## src/rtl/psum_drain.sv

```systemverilog
// psum_drain: de-skews bottom-row psums into aligned vectors, optional ReLU, FWFT FIFO out.
// Ports: clk/rst (sync, active-high); start/len/relu_en launch a capture; psum_in skewed
// column psums; out_valid/out_ready/out_data FIFO head handshake; busy, done, overflow status.
module psum_drain #(
  parameter int COLS   = 4,
  parameter int DATA_W = 16,
  parameter int LEN_W  = 8,
  parameter int DEPTH  = 8
) (
  input  logic                   clk,
  input  logic                   rst,
  input  logic                   start,
  input  logic [LEN_W-1:0]       len,
  input  logic                   relu_en,
  input  logic [COLS*DATA_W-1:0] psum_in,
  output logic                   out_valid,
  input  logic                   out_ready,
  output logic [COLS*DATA_W-1:0] out_data,
  output logic                   busy,
  output logic                   done,
  output logic                   overflow
);
  localparam int AW = $clog2(DEPTH);
  typedef enum logic [1:0] {IDLE, CAPT, FLUSH} state_t;
  state_t state, state_nx;
  logic [LEN_W-1:0] cnt, cnt_nx, len_r;
  logic relu_r, accept, v0, fsm_done, zdone, push, pop, full, empty, wr;
  logic [COLS-2:0] vd;
  logic [AW:0] wp, rp;
  logic [COLS*DATA_W-1:0] aligned, relu_vec;
  logic [COLS*DATA_W-1:0] mem [DEPTH];
  // CAPT spends one cycle per row after row 0 plus one cycle to notice the count is reached;
  // FLUSH then reuses cnt to time out the remaining skew so done lands on the right cycle.
  always_comb begin
    state_nx = state;
    cnt_nx   = cnt;
    v0       = 1'b0;
    fsm_done = state == FLUSH && cnt == LEN_W'(COLS-1);
    accept   = start && len != '0 && (state == IDLE || fsm_done);
    if (state == CAPT) begin
      v0       = cnt != len_r;
      cnt_nx   = cnt == len_r ? LEN_W'(1) : cnt + LEN_W'(1);
      state_nx = cnt == len_r ? FLUSH : CAPT;
    end else if (state == FLUSH) begin
      cnt_nx   = cnt + LEN_W'(1);
      state_nx = fsm_done ? IDLE : FLUSH;
    end
    if (accept) begin
      state_nx = CAPT;
      cnt_nx   = LEN_W'(1);
      v0       = 1'b1;
    end
  end
  always_ff @(posedge clk) begin
    if (rst) begin
      state  <= IDLE;
      cnt    <= '0;
      len_r  <= '0;
      relu_r <= 1'b0;
      zdone  <= 1'b0;
      vd     <= '0;
    end else begin
      state  <= state_nx;
      cnt    <= cnt_nx;
      len_r  <= accept ? len : len_r;
      relu_r <= accept ? relu_en : relu_r;
      zdone  <= start && len == '0 && (state == IDLE || fsm_done);
      vd     <= (COLS-1)'({vd, v0});
    end
  end
  assign busy = state != IDLE;
  assign done = fsm_done | zdone;
  assign push = vd[COLS-2];
  for (genvar c = 0; c < COLS; c++) begin : g_col
    localparam int L = COLS - 1 - c;
    if (L == 0) begin : g_direct
      assign aligned[c*DATA_W +: DATA_W] = psum_in[c*DATA_W +: DATA_W];
    end else begin : g_delay
      logic [DATA_W-1:0] sh [L];
      always_ff @(posedge clk) begin
        if (rst) for (int i = 0; i < L; i++) sh[i] <= '0;
        else begin
          sh[0] <= psum_in[c*DATA_W +: DATA_W];
          for (int i = 1; i < L; i++) sh[i] <= sh[i-1];
        end
      end
      assign aligned[c*DATA_W +: DATA_W] = sh[L-1];
    end
    assign relu_vec[c*DATA_W +: DATA_W] = (relu_r && aligned[c*DATA_W + DATA_W - 1]) ? '0 : aligned[c*DATA_W +: DATA_W];
  end
  assign empty     = wp == rp;
  assign full      = (wp ^ rp) == {1'b1, {AW{1'b0}}};
  assign pop       = !empty && out_ready;
  assign wr        = push && (!full || pop);
  assign out_valid = !empty;
  assign out_data  = empty ? '0 : mem[rp[AW-1:0]];
  always_ff @(posedge clk) if (wr) mem[wp[AW-1:0]] <= relu_vec;
  always_ff @(posedge clk) begin
    if (rst) begin
      wp       <= '0;
      rp       <= '0;
      overflow <= 1'b0;
    end else begin
      wp       <= wp + (AW+1)'(wr);
      rp       <= rp + (AW+1)'(pop);
      overflow <= overflow | (push & full & !pop);
    end
  end
endmodule

```

## config.mk

```make
export PLATFORM = sky130hd
export DESIGN_NAME = psum_drain
export DESIGN_NICKNAME = d
export VERILOG_FILES = /design/src/rtl/psum_drain.sv
export SDC_FILE = /design/constraint.sdc
export NUM_CORES = 1
export LEC_CHECK = 0
export BUFFER_PORTS_ARGS = -buffer_cell sky130_fd_sc_hd__buf_2
export CELL_PAD_IN_SITES_DETAIL_PLACEMENT = 2
export CELL_PAD_IN_SITES_GLOBAL_PLACEMENT = 2
export CORE_MARGIN = 2
export CORE_UTILIZATION = 44
export CTS_BUF_LIST = sky130_fd_sc_hd__clkbuf_4 sky130_fd_sc_hd__clkbuf_8
export DETAILED_ROUTE_END_ITERATION = 6
export GPL_ROUTABILITY_DRIVEN = 1
export PLACE_DENSITY = 0.77
export SLEW_MARGIN = 20
export SYNTH_ARGS = -nofsm -noshare
export SYNTH_HDL_FRONTEND = slang
export SYNTH_SLANG_ARGS = --single-unit
```

## constraint.sdc

```tcl
create_clock -name clk -period 6.4 [get_ports clk]
set_input_delay 0.96 -clock clk [delete_from_list [all_inputs] [get_ports clk]]
set_output_delay 0.96 -clock clk [all_outputs]
set_load 0.1 [all_outputs]
```

---- Yosys cells after proc, flatten, opt, wreduce, memory -nomap -nowiden ----
Memory sizes are Yosys's and may differ from the RTL's. A register that Yosys moved wholly into a read port is not among the register bits.
Index checks and enable logic that the tools add are counted.
cells by class
  add/sub/neg operators ................... 3
  equal/unequal tests ..................... 7
  multiplexer cells ....................... 29
  bitwise logic cells ..................... 10
  reduce and logical (&&, ||, !) cells .... 24
operators by type and width
  kind                                            count
  two-way mux 16 bit                              10
  two-way mux 64 bit                              1
  two-way mux 8 bit                               3
  OR reduction 16 bit                             1
  logical AND 1 bit                               11
  two-way mux 1 bit                               10
  adder 4 x 1 -> 4 bit                            2
  adder 8 x 1 -> 8 bit (second input constant)    1
  == test 8 x 2 -> 1 bit (second input constant)  1
  == test 8 bit                                   1
  logical NOT 8 bit                               1
  two-way mux 2 bit                               4
  != test 8 bit                                   1
  nonzero test 8 bit                              1
  OR 1 bit                                        7
  == test 4 bit                                   1
  == test 4 bit (second input constant)           1
  nonzero test 2 bit                              2
  bitwise XOR 4 bit                               1
  logical NOT 1 bit                               3
  two-way mux 3 bit                               1
  nonzero test 3 bit                              1
  bitwise AND 1 bit                               2
  == test 2 x 1 -> 1 bit (second input constant)  1
  4 further kinds                                 5
storage, ports and cells
  flip-flop bits (word level) ............. 32
  RAM bits ................................ 608
  bits of input ports ..................... 77
  word-level logic and storage cells ...... 88
  memories kept ........................... 4
memory list
  memory               words  width  read ports  clocked after memory_dff  wr ports  RTL line  RTL
  mem                  8      64     1           1                         1         31        logic [COLS*DATA_W-1:0] mem [DEPTH];
  g_col[0].g_delay.sh  3      16     3           0                         3         79        logic [DATA_W-1:0] sh [L];
  g_col[1].g_delay.sh  2      16     2           0                         2         79
  g_col[2].g_delay.sh  1      16     1           0                         1         79

---- Longest topological paths before layout ----
  depth after elaboration ................. 7
  depth in mapped cells ................... 10
  depth with buffers taken out ............ 8

---- Worst setup path before layout ----
No wires, ideal clock.
  path kind ............................... input-to-reg
  start point ............................. in out_ready
  end point ............................... mem mem[0][0] in the netlist's numbering, enable pin
  data arrival time ....................... 5.582 ns
  required time ........................... 5.835 ns
  setup slack ............................. 0.253 ns
  stages .................................. 2
  path buffers ............................ 0
  path through ............................ o311ai_0 > nor3_1
between the ends
  word-level cells in the longest chain between the ends .. 5
RTL lines
  element                                  RTL line  RTL
  start, declared                          17        input logic out_ready,
  logical AND 1 bit                        93        assign pop = !empty && out_ready;
  logical OR 1 bit                         94        assign wr = push && (!full || pop);
  logical AND 1 bit                        94
  two-way mux 1 bit                        97        always_ff @(posedge clk) if (wr) mem[wp[AW-1:0]] <= relu_vec;
  two-way mux 1 bit (implied by the code)  97
  end, declared                            31
Every way passes these cells.

---- Worst setup path after layout ----
  start point ............................. reg rp[1]
  end point ............................... out out_data[7]
between the ends
  word-level cells in the longest chain between the ends .. 2
RTL lines
  element                 RTL line  RTL
  start, declared         29        logic [AW:0] wp, rp;
  start signal, assigned  105       rp <= rp + (AW+1)'(pop);
  == test 4 bit           91        assign empty = wp == rp;
  two-way mux 64 bit      96        assign out_data = empty ? '0 : mem[rp[AW-1:0]];
  end, declared           18        output logic [COLS*DATA_W-1:0] out_data,
Every way passes these cells.

==> results by group <==
Outcome
  – Status: completed

Placed design
  – Placed instance count: about 2,100
  – Place WS: 1.97 ns
  – IO Port Bufs: 144
  – GP Congestion: slightly below 0.7
  – DP HPWL: between 30,000 and 40,000 um

Logic synthesis
  – YS warnings: 0
  – Post-synthesis cell area: 24,000 sq um
  – Post-synthesis compound-gate area fraction: 1.03%
  – Mapped Cells: approximately 1,300
  – Ranking of synthesized cells by area: edfxtp_1 (64%), mux4_2 (12%), dfxtp_1 (11%)
  – Syn Nets: about 1,400
  – Largest family of logic cells by synthesized area: multiplexers
  – Yosys reg bits: 640
  – Simple-Gate Fraction of Synth Area: between 6 and 7%
  – Post-synthesis mux area share: 14.7%
  – Cell variety after synth: 44
  – Share of the synthesized area in the top cell type: 64.0%
  – XOR/XNOR Fraction of Synth Area: less than 1%
  – Post-synthesis adder-cell area fraction: 0.417%
  – Avg Inst Size Synth: around 19 sq um
  – Area leader, netlist: edfxtp_1
  – Fraction of the yosys area taken by sequential cells: roughly three quarters

Clock network
  – Worst-Skew Late Latency: roughly 0.7 ns
  – H-tree Lvls: 3
  – Hold_buf cts: 0
  – Clock root buffer: clkbuf_8
  – CTS tree: done
  – CTS buffer count: a little over 100
  – CTS Buffer Depth: 3
  – Post-CTS sizing: 0
  – Reg clk slew, reported paths: approximately 0.06 ns
  – Clock sink total: between 600 and 700
  – Setup bufs post-CTS: 0

Setup path
  – Critical Path Start Type: flop
  – Worst setup path category: reg -> out
  – Critical Path AT: 4.07 ns
  – Required time of the worst setup path: around 5.4 ns
  – Worst-path fanout max: between 50 and 60
  – CP Capture Type: output port

Detailed routing
  – Vias: 12,300
  – Routed WL per cell: ~28 um
  – Routed Antenna Nets: 0
  – Initial DRC count: 903
  – Number of iterations in the first detailed-routing pass: 4
  – Routed wire length: between 60,000 and 70,000 um
  – Drt drc: 0
  – Via density: about 5.5

GRT
  – GR Util All Layers: between 20 and 25%
  – GR met1 Demand/Resource: approximately 29%
  – Grt ovf: 0
  – Met3 Use GR: slightly below 4%
  – Routing usage on met2: between 40% and 50%
  – Largest net degree at the start of global routing: 55
  – Initial antenna violation count: 2
  – First-pass GRT wire length: between 90,000 and 100,000 um
  – Global-route layer with the greatest usage: met2
  – Via count of the first global-routing pass: 14,100

Floorplan
  – Starting Density: 44.5%
  – Die Wd: roughly 240 um
  – DIE AREA: 56,500 sq um
  – Chip Height: ~240 um
  – # rows: 85
  – Core area: approximately 54,000 sq um
  – # IOs: 145

STA
  – RSZ-0062 raised after global routing: false
  – Worst Hold Margin: 0.432 ns
  – Final Slew Violations: 0
  – Final hold vios: 0
  – Clk_skew: roughly 0.026 ns
  – Slew HR: a little over a quarter
  – Setup violators final: 0
  – Setup TNS: 0 ns
  – Fmax: between 150 and 200 MHz
  – Fin crit share: 78.6%
  – Fin crit period: between 5 and 6 ns
  – Worst Max-Slew Pin Slew: 1.10 ns
  – Final WS setup: roughly 1.4 ns

Flow run
  – Max-cap violations: 0

Pwr
  – Worst IR Drop VDD: ~140 uV
  – Power Density: about 350 nW/um^2
  – Lkg Pwr: about 9.3 nW

Layout
  – Nets@finish: about 1,600
  – Synthesis-to-finish area growth: 15.5%
  – Final core utilization: 51.4%
  – Antenna diodes: 0
  – Share of cells above drive strength 1: between 30% and 40%
  – Fin cells: 2,257
  – Commonest non-fill, non-tap cell in the layout: edfxtp_1
  – Most frequent cells in the layout: edfxtp_1 (512), buf_2 (143), mux4_2 (128), clkbuf_8 (128), dfxtp_1 (125)

Worst hold path
  – Min-Delay Path Class: reg -> reg
-- cell usage after synthesis --
cell	n
o31a_1	2
o2111ai_1	1
clkbuf_2	2
mux4_2	128
nor2_2	1
nand2_1	10
o21ai_0	9
nand3_1	12
clkbuf_1	25
a211oi_1	1
and2_1	60
nor2b_1	108
nor4b_1	1
buf_1	12
a21oi_1	12
nand4_1	6
buf_6	1
inv_1	9
a31oi_1	1
ha_1	8
o21ai_1	1
buf_4	14
nand2b_1	2
o21a_1	2
nor4_4	1
buf_2	15
o41ai_2	1
o21ai_2	1
a221oi_2	1
nor2_1	78
edfxtp_1	512
and3_1	1
xor2_1	6
or4_4	2
a221o_1	1
dfxtp_1	128
and4_1	1
mux2i_1	64
o311ai_0	2
xnor2_1	16
nor4_1	7
a21o_1	2
nor3_1	4
and4bb_1	1
-- critical path, stage by stage (launching register included) --
cell,delay [ns]
dfxtp_4,0.68
buf_4,0.70
buf_4,0.73
mux4_2,0.42
mux2i_1,0.39
nor2_1,0.07
buf_2,0.33
-- state kept, by name, summed over array words and instances (netlist names) --
register and flops:
vd 3, relu_r 1, mem 512, rp 4, zdone 1, len_r 8, overflow 1, state 2
g_col.g_delay.sh 96, cnt 8, wp 4
-- cell type report --
class	count	area [sq um]
clock inverters	28	159
inverters	9	33.8
well taps	696	871
clock buffers	166	2050
repair buffers	164	890
fillers	4703	26200
multi-input cells	554	5790
flip-flops and latches	640	17900
-- final timing paths --
check | from | endpoint | slack (ns) | depth (start not counted)
worst max-delay path | rp[1] | out_data[7] | 1.37 | 6
worst min-delay path | g_col[1].g_delay.sh[0][14] | g_col[1].g_delay.sh[0][30] | 0.43 | 1
worst max register to register | rp[0] | mem[5][19] | 2.54 | 5
worst min register to register | g_col[1].g_delay.sh[0][14] | g_col[1].g_delay.sh[0][30] | 0.43 | 1
-- cells by family (layout without fill, tap and decap cells) --
group / after synthesis / after routing
and+or+nand+nor: 295 / 295
DFF: 640 / 640
muxes: 192 / 192
AOI/OAI and AO/OA: 37 / 37
xor gates and xnor gates: 22 / 22
adders and majority gates: 8 / 8
buffers and inverters: 78 / 367
-- power by group --
part / switching [W] / total (W) / internal, W
clock network: 0.00165 / 0.00372 / 0.00207
registers: 0.0000750 / 0.00466 / 0.00458
logic: 0.000975 / 0.00132 / 0.000349
-- routing by layer --
metal | wire, um | part of all wire [%]
met5 | 8 | 0.013
met3 | 2850 | 4.5
met2 | 33100 | 52
met4 | 1530 | 2.4
met1 | 25600 | 41
-- through the flow --
step                power, W  cell area [sq um]
finish               0.00970              27700
CTS                  0.00981              27700
global placement     0.00602              25500
floorplan            0.00577              24000
detailed placement   0.00607              25500
global route          0.0100              27700
No activity file was read; power rests on OpenSTA's default activity.
